### config.mk
export PLATFORM = sky130hd
export DESIGN_NAME = dot_layer_sequencer
export DESIGN_NICKNAME = d
export VERILOG_FILES = /design/src/rtl/nn_ctrl_pkg.sv /design/src/rtl/seq_tag_pipe.sv /design/src/rtl/dot_layer_sequencer.sv
export SDC_FILE = /design/constraint.sdc
export NUM_CORES = 1
export LEC_CHECK = 0
export CAP_MARGIN = 10
export CORE_MARGIN = 2
export CORE_UTILIZATION = 53
export DETAILED_ROUTE_END_ITERATION = 16
export MAX_ROUTING_LAYER = met4
export PLACE_DENSITY = 0.87
export SLEW_MARGIN = 10
export SYNTH_ARGS = -nofsm -noshare
export SYNTH_HDL_FRONTEND = slang
export SYNTH_SLANG_ARGS = --single-unit
### constraint.sdc
create_clock -name clk -period 2.67 [get_ports clk]
set_input_delay 0.801 -clock clk [delete_from_list [all_inputs] [get_ports clk]]
set_output_delay 0.801 -clock clk [all_outputs]
set_load 0.02 [all_outputs]
### src/rtl/nn_ctrl_pkg.sv
// Shared types and constants for the neural-net layer control blocks.
package nn_ctrl_pkg;

  typedef enum logic [1:0] {IDLE, ISSUE, DRAIN, DONE} seq_state_t;

  localparam int ENG_LAT_DEF  = 11;
  localparam int ACT_W        = 16;
  localparam int NEURON_IDX_W = 8;

  typedef logic [NEURON_IDX_W-1:0] neuron_idx_t;

endpackage

### src/rtl/seq_tag_pipe.sv
// Fixed-depth {valid, addr} delay line that tracks each neuron index through
// read + engine latency. Never stalls; flush clears every stage synchronously.
module seq_tag_pipe #(
  parameter int DEPTH  = 12,
  parameter int ADDR_W = 8
) (
  input  logic              clk,
  input  logic              flush,
  input  logic              in_valid,
  input  logic [ADDR_W-1:0] in_addr,
  output logic              out_valid,
  output logic [ADDR_W-1:0] out_addr,
  output logic              pending
);

  localparam logic [DEPTH-1:0] HEAD_MASK = {DEPTH{1'b1}} >> 1;

  logic [DEPTH-1:0]             vld_pipe;
  logic [DEPTH-1:0][ADDR_W-1:0] addr_pipe;

  always_ff @(posedge clk) begin
    if (flush) begin
      vld_pipe  <= '0;
      addr_pipe <= '0;
    end else begin
      vld_pipe[0]  <= in_valid;
      addr_pipe[0] <= in_addr;
      for (int i = 1; i < DEPTH; i++) begin
        vld_pipe[i]  <= vld_pipe[i-1];
        addr_pipe[i] <= addr_pipe[i-1];
      end
    end
  end

  assign out_valid = vld_pipe[DEPTH-1];
  assign out_addr  = addr_pipe[DEPTH-1];
  // Tags still in flight behind the tail; the tail itself is being written now.
  assign pending   = |(vld_pipe & HEAD_MASK);

endmodule

### src/rtl/dot_layer_sequencer.sv
// Sequences one fully-connected layer through the pipelined dot-product engine.
// Optional SEQ_RELU_EN applies ReLU to each result before it is written.
module dot_layer_sequencer
  import nn_ctrl_pkg::*;
#(
  parameter int ADDR_W  = 8,
  parameter int RD_LAT  = 1,
  parameter int ENG_LAT = ENG_LAT_DEF,
  parameter int DATA_W  = ACT_W
) (
  input  logic              clk,
  input  logic              reset,
  input  logic              start,
  input  logic              abort,
  input  logic [ADDR_W:0]   num_neurons,
  output logic              busy,
  output logic              done,
  output logic              w_rd_en,
  output logic [ADDR_W-1:0] w_rd_addr,
  output logic              eng_run,
  input  logic [DATA_W-1:0] eng_out,
  output logic              res_wr_en,
  output logic [ADDR_W-1:0] res_wr_addr,
  output logic [DATA_W-1:0] res_wr_data
);

  localparam int DEPTH = RD_LAT + ENG_LAT;

  seq_state_t        state, state_nxt;
  logic [ADDR_W:0]   count;
  logic [ADDR_W-1:0] issue_cnt;
  logic              last_issue;
  logic              accept;
  logic              cancel;
  logic              pending;
  logic              tag_valid;
  logic [ADDR_W-1:0] tag_addr;
  logic [DATA_W-1:0] wr_val;

  // abort wins over start in IDLE, so start only counts without it.
  assign accept     = (state == IDLE) && start && !abort;
  assign cancel     = abort && ((state == ISSUE) || (state == DRAIN));
  assign last_issue = ({1'b0, issue_cnt} == (count - (ADDR_W+1)'(1)));

  always_comb begin
    state_nxt = state;
    case (state)
      IDLE:    if (accept) state_nxt = (num_neurons == '0) ? DONE : ISSUE;
      ISSUE:   if (abort) state_nxt = IDLE;
               else if (last_issue) state_nxt = DRAIN;
      DRAIN:   if (abort) state_nxt = IDLE;
               else if (!pending) state_nxt = DONE;
      DONE:    state_nxt = IDLE;
      default: state_nxt = IDLE;
    endcase
  end

  always_ff @(posedge clk) begin
    if (reset) begin
      state     <= IDLE;
      count     <= '0;
      issue_cnt <= '0;
    end else begin
      state <= state_nxt;
      if (accept) begin
        count     <= num_neurons;
        issue_cnt <= '0;
      end else if ((state == ISSUE) && !last_issue) begin
        // Held at the last address so a full 2**ADDR_W layer never wraps.
        issue_cnt <= issue_cnt + ADDR_W'(1);
      end
    end
  end

  assign busy      = (state == ISSUE) || (state == DRAIN);
  assign eng_run   = busy;
  assign done      = (state == DONE);
  assign w_rd_en   = (state == ISSUE);
  assign w_rd_addr = w_rd_en ? issue_cnt : '0;

  seq_tag_pipe #(
    .DEPTH  (DEPTH),
    .ADDR_W (ADDR_W)
  ) u_tag_pipe (
    .clk       (clk),
    .flush     (reset || cancel),
    .in_valid  (w_rd_en),
    .in_addr   (w_rd_addr),
    .out_valid (tag_valid),
    .out_addr  (tag_addr),
    .pending   (pending)
  );

`ifdef SEQ_RELU_EN
  assign wr_val = eng_out[DATA_W-1] ? '0 : eng_out;
`else
  assign wr_val = eng_out;
`endif

  assign res_wr_en   = tag_valid;
  assign res_wr_addr = tag_addr;
  assign res_wr_data = tag_valid ? wr_val : '0;

endmodule
==> metrics.md <==
| Metric | Value |
|---|---|
| Status | complete, no violations |
| Startpoint class of the critical path | register |
| RD Place Congestion | 0.865 |
| Largest net degree at the start of global routing | 79 |
| Top Layer Used | met4 |
| CTS max path bufs | 2 |
| Crit path max fanout | 4 |
| Post-DP HPWL | 5130 um |
| Pleak | 2.56 nW |
| Final wirelength | 7810 um |
| Clock group share of total power | 49.1% |
| DRC marker count from the first detailed-route iteration | 129 |
| Sw Share | 25.0% |
| Synth cell types | 42 |
| Crit path arrival time | 1.78 ns |
| Internal power | 3.36 mW |
| #FFs+latches synth | 127 |
| Min-delay worst type | reg2reg |
| Synth top area share | 57.0% |
| Nets | 524 |
| CTS Buf Count | 17 |
| Routed len/inst | 12.9 um |
| Post-synth EDFFs | 0 |
| Mapped Nets | 464 |
| Max transition margin | 66.8% |
| Gate power share | 7.6% |
| Post-synthesis cell count | 428 |
| WL met2 | 4130 um |
| First-pass GRT wire length | 13,200 um |
| Synth top cells by count | 127 x and2_1, 127 x dfxtp_1, 20 x clkbuf_1, 17 x nor2_1 |
| # rows | 33 |
| Setup bufs post-CTS | 0 |
| Layout cells sized above 1 | 9.98% |
| Area growth, synth to finish | 28.4% |
| M1 WL | 3190 um |
| Die height | 95.8 um |
| Worst Hold Depth | 1 |
| H-tree levels | 4 |
| Clock Latency Late Sink | 0.50 ns |
| Top cells by area, synth | dfxtp_1 57%, and2_1 18%, mux2i_1 2.9% |
| DRT Pass-1 Iters | 4 |
| Overflow after GRT | 0 |
| Async set-reset flop share out of synthesis | 0% |
| Final Hold Vio Count | 0 |
| Vias in the first global route | 3,048 |
| I/O Buffers | 65 |
| Synthesized area per cell | 10.4 sq um |
| Worst r2r path cells | 7 |
| Initial Util | 54.6% |
| Post-place setup slack | -0.129 ns |
| Initial antenna violation count | 0 |
| Fin Setup TNS | 0 ns |
| CTS root buf | clkbuf_8 |
| Endpoint type of the worst setup path | output pin |
| Die Width | 95.8 um |
| Period utilization | 96.8% |
| Antenna viol nets, final | 0 |
| Worst Skew | 0.00721 ns |
| Sequential share of the synthesized area | 57.0% |
| Met3 routed WL | 343 um |
| Post-route setup slack | 0.0861 ns |
| Final setup viols | 0 |
| Fill cells | 587 |
| Final Max Slew Viols | 0 |
| Clk sinks | 127 |
| RSZ-0062 raised after global routing | true |
| Synth area leader | dfxtp_1 |
| Setup CP Type | reg2out |
| Seq pwr share | 43.3% |
| CTS clk-pin slew, worst paths | 0.06 ns |
| FMAX | 387 MHz |
| Mapped cell area | 0.00446 sq mm |
| Tmin final | 2.58 ns |
| Avg Vias per Cell | 4.90 |
| Worst-Margin Slew | 0.494 ns |
| Area of the core | 0.00818 sq mm |
| Required time at the worst-slack endpoint | 1.87 ns |
| Dominant synthesized flop cell | dfxtp_1 |
| Die area | 0.00917 sq mm |
| Ys Warns | 0 |
| GRT Overall Usage | 19.7% |
| N_diodes | 0 |
| IO Count | 66 |
| Net Sw Power | 1.12 mW |
| Pwr dens | 782 mW/mm^2 |
| Number of max-cap violations | 0 |
| Cts-stage hold buffer count | 0 |
| Number of remaining DRC errors | 0 |
| Via count | 2,967 |
| TritonCTS clock tree | built |
| Peak VDD IR | 0.587 mV |
## kinds of logic after synthesis
| kind of cell | synth area share [%] |
|---|---|
| XOR/XNOR | 2.35 |
| AO/OA/AOI/OAI | 3.67 |
| adder cells (fa/ha/maj) | 1.96 |
| multiplexers | 3.17 |
| AND/OR/NAND/NOR | 27.5 |
| buffers and inverters | 4.35 |
| flip-flops | 57.0 |
## power groups by stage
stage | Combinational [mW] | Clock (mW) | Sequential (mW)
floorplan | 0.220 | 0 | 1.97
CTS | 0.340 | 2.25 | 1.94
global placement | 0.325 | 0 | 1.98
finish | 0.340 | 2.20 | 1.94
global route | 0.374 | 2.35 | 1.94
detailed placement | 0.339 | 0 | 1.98
## layout by cell type, fill, tap and decap left out, drive strengths merged, types with 3 or more instances in the layout
| cell | count |
|---|---|
| and2 | 127 |
| dfxtp | 127 |
| clkdlybuf4s50 | 38 |
| dlygate4sd2 | 27 |
| inv | 18 |
| nor2 | 17 |
| clkbuf | 17 |
| nand2 | 14 |
| mux2i | 13 |
| and3 | 10 |
| a21oi | 9 |
| buf | 9 |
| xnor2 | 8 |
| nor4 | 8 |
| ha | 7 |
| nor2b | 5 |
| nor3 | 4 |
| xor2 | 4 |
| o21ai | 4 |
| nand4 | 4 |
| nand2b | 4 |
| a31oi | 3 |
## per-layer routing
metal / vias up / global-route usage (%)
li1: 1499 / -
met1: 1390 / 19.7
met2: 65 / 34.9
met3: 13 / 5.79
met4: 0 / 9.88
met5: - / -
## worst max-delay path: stages (launching register included)
cell and delay, ns:
dfxtp_1 0.42, inv_1 0.13, ha_1 0.37, dlygate4sd2_1 0.35
## worst paths after layout
kind,start,end,slack (ns)
worst max-delay path,state[0]$_SDFFE_PP0P_,busy,0.09
worst min-delay path,u_tag_pipe.addr_pipe[3]$_SDFF_PP0_,u_tag_pipe.addr_pipe[11]$_SDFF_PP0_,0.42
worst max register to register,count[0]$_SDFFE_PP0P_,state[1]$_SDFFE_PP0P_,0.15
worst min register to register,u_tag_pipe.addr_pipe[3]$_SDFF_PP0_,u_tag_pipe.addr_pipe[11]$_SDFF_PP0_,0.42
## layout make-up
class,count,area (sq um),area share (%)
sequential,127,2540,44.4
multi-input combinational,261,1750,30.5
timing repair buffer,74,697,12.2
clock buffer,17,414,7.23
clock inverter,15,168,2.93
tap,105,131,2.29
inverter,7,26.3,0.459
## state kept, by name, indices dropped and copies added, names as in the netlist
signal and count:
issue_cnt 8, state 2, count 9, u_tag_pipe.vld_pipe 12, u_tag_pipe.addr_pipe 88, u_tag_pipe.out_addr 8
## through the flow
stage	utilization, %	std cells	cell area, sq um	hold WS, ns	total power [mW]
detailed placement	63.2	574	5170	0.410	2.32
global placement	63.2	574	5170	0.407	2.30
CTS	70.1	606	5730	0.423	4.53
finish	70.1	606	5730	0.423	4.48
global route	70.1	606	5730	0.429	4.67
floorplan	-	428	4460	0.406	2.19
## repair_timing
action,in CTS,in global routing
gates resized for setup,29,2
pin swaps,0,0
endpoints found under the setup margin,27,3
Note: power is estimated with default switching activity, not from simulation.
==> variant: new RTL, same flow settings <==
Reset style: asynchronous (`reset`), changed in one clocked block.
--- a/src/rtl/dot_layer_sequencer.sv
+++ b/src/rtl/dot_layer_sequencer.sv
@@ -55,7 +55,7 @@
     endcase
   end
 
-  always_ff @(posedge clk) begin
+  always_ff @(posedge clk or posedge reset) begin
     if (reset) begin
       state     <= IDLE;
       count     <= '0;
Function: differs if reset is asserted again (counterexample within 4 cycles, from zero or initial values and one cycle with reset high); with reset held inactive, the same outputs for 10 cycles.
==> variant against the unedited design <==
  * Setup slack better by 14 ps
  * Area after synthesis fell by 0.73%
  * Global-route usage down 0.16 points
  * Clock skew is 2.4 ps higher
  * Die area down 0.70%
  * Sequential cell count did not move
  * Design area is 0.15% higher
  * Register-to-register slack better by 40 ps
  * Count of clock-buffer cells in the layout is the same
  * Wire length down 1.6%
Power is not compared: it rests on default switching activity, and its combinational part moved more than twofold at a synthesized area within 25%.
==> variant: results (changes against the unedited design) <==
status: "finished clean"
cts_setup_buffers: 0  # unchanged
fillers: 577  # -1.7%
grt_pass1_wl_um: 13010  # -1.6%
clk_path_buf_depth: 2  # unchanged
reg_top3: "u_tag_pipe.addr_pipe: 88 flops, u_tag_pipe.vld_pipe: 12 flops, count: 9 flops"
skew_ps: 9.620  # +2.413 ps
hold_path.class: "flop to flop"
cp_slowest_cell: "dfrtp_1"
hpwl_um: 4972  # -3.2%
first_pass_iters: 4  # unchanged
cpPeakStageDelay_ps: 410
n_antenna_cell: 0  # unchanged
grt.total_usage_pct: 19.56  # -0.16 points
cts_buffers: 17  # unchanged
synth_flop_cell: "dfxtp_1"
critPathArrivalTime_ps: 1770
ys.warnings.count: 0  # unchanged
slew_headroom_pct: 47.99  # -19 points
drt-vias-per-instance: 4.922  # +0.52%
synthTopCellsByArea: "dfxtp_1, and2_1, dfrtp_1"
critPathMaxFanout: 4  # unchanged
antenna_found_initial: 0  # unchanged
p_sw_w: 0.001744
place_congestion: 0.8854  # +2.4%
clock-root-buffer: "clkbuf_8"
fin_nets: 517  # -1.3%
synth_nets: 452  # -2.6%
totalWireLength_um: 7687  # -1.6%
synth.yosys.seq_area_share_pct: 59.53  # +2.6 points
synthArstFlopShare_pct: 14.96  # +15 points
portBuffers: 65  # unchanged
leakagePower_nw: 2.568
htreeDepth: 4  # unchanged
first_iter_violations: 124  # -3.9%
vdd.ir_drop.worst_mv: 0.9704
synth_cell_types: 46  # +9.5%
placed_cell_area_mm2: 0.005154  # -0.29%
grt_max_degree: 109  # +38%
path_clk_slew_ps: 60  # about the same
worstSkewPairLatency_ps: 510
synth_common_cells: "and2_1, dfxtp_1, nand2_1, dfrtp_1, clkbuf_1"
grt_pass1_vias: 3015  # -1.1%
layout-drive-gt1-share_pct: 10.12  # +0.14 points
## variant: cell types whose count changed in the layout (fill, tap and decap cells not counted), moves of 4 or more
cell / change
nor2b_1: -4
nand3_1: +6
nand2_1: +15
dfxtp_1: -18
o31ai_1: +4
and2_1: -4
dfrtp_1: +19
mux2i_1: -12
inv_8: -5
nor2_1: -13
## variant: worst paths after layout
check | start | endpoint | slack (ps) | cells after the start
worst min register to register | u_tag_pipe.addr_pipe[38] | u_tag_pipe.addr_pipe[46] | 420 | 1
min in group asynchronous | reset | state[0] | 820 | 2
max in group asynchronous | reset | issue_cnt[3] | 1350 | 2
worst max register to register | count[4] | issue_cnt[5] | 190 | 6
worst min-delay path | u_tag_pipe.addr_pipe[38] | u_tag_pipe.addr_pipe[46] | 420 | 1
worst max-delay path | state[0] | busy | 100 | 3
## variant: kinds of logic (layout without fill, tap and decap cells)
family                     after synthesis  after routing  synth area share [%]
buffers and inverters                   36            114                 3.982
adders and majority gates                7              7                 1.977
DFF                                    127            127                 59.53
muxes                                    1              1                0.2259
xor gates and xnor gates                 9              9                 1.779
AOI/OAI and AO/OA                       34             34                 5.705
and+or+nand+nor                        202            202                 26.80
## variant: power by group through the flow
stage,clock [W],sequential [W],combinational [W]
2_1_floorplan,0,0.00220,0.000885
3_3_place_gp,0,0.00223,0.00121
3_5_place_dp,0,0.00224,0.00126
4_1_cts,0.00238,0.00221,0.00124
5_1_grt,0.00247,0.00222,0.00137
6_report,0.00234,0.00221,0.00123
## variant: layer usage
metal  vias to the layer above  wire length, µm  global-route usage, %
met5                         -                0                      -
met4                         0              102                  9.881
met3                        12              366                  6.957
met2                        75             4049                  33.33
met1                      1384             3168                  19.87
li1                       1477                -                      -
## variant: per-stage QoR
step | instances | hold slack, ps | setup slack [ps]
after floorplan | 416 | 405.7 | 357.7
after detailed placement | 567 | 410.7 | -125.6
after CTS | 599 | 422.4 | 61.63
after global placement | 567 | 407.3 | -103.6
final | 599 | 416.8 | 100.2
after global routing | 599 | 425.4 | 0.6570
## variant: what timing repair did
action                                  in CTS  in global routing
hold buffers                                 0                  0
endpoints found under the setup margin      27                  1
resized for setup                           29                  2
hold endpoints to repair                     0                  0
## variant: layout make-up
class	count	area (µm²)	area share, %
Timing Repair Buffer	73	685.7	11.95
Inverter	9	33.78	0.5886
Clock inverter	15	196.4	3.423
Sequential cell	127	2638	45.96
Multi-Input combinational cell	253	1640	28.58
Clock buffer	17	414.1	7.216
Tap cell	105	131.4	2.289
## variant: critical path, delay by kind of cell, from the launching register on
kind	cells	cell delay [ps]
adder cells (fa/ha/maj)	1	380
flip-flops	1	410
buffers and inverters	2	470
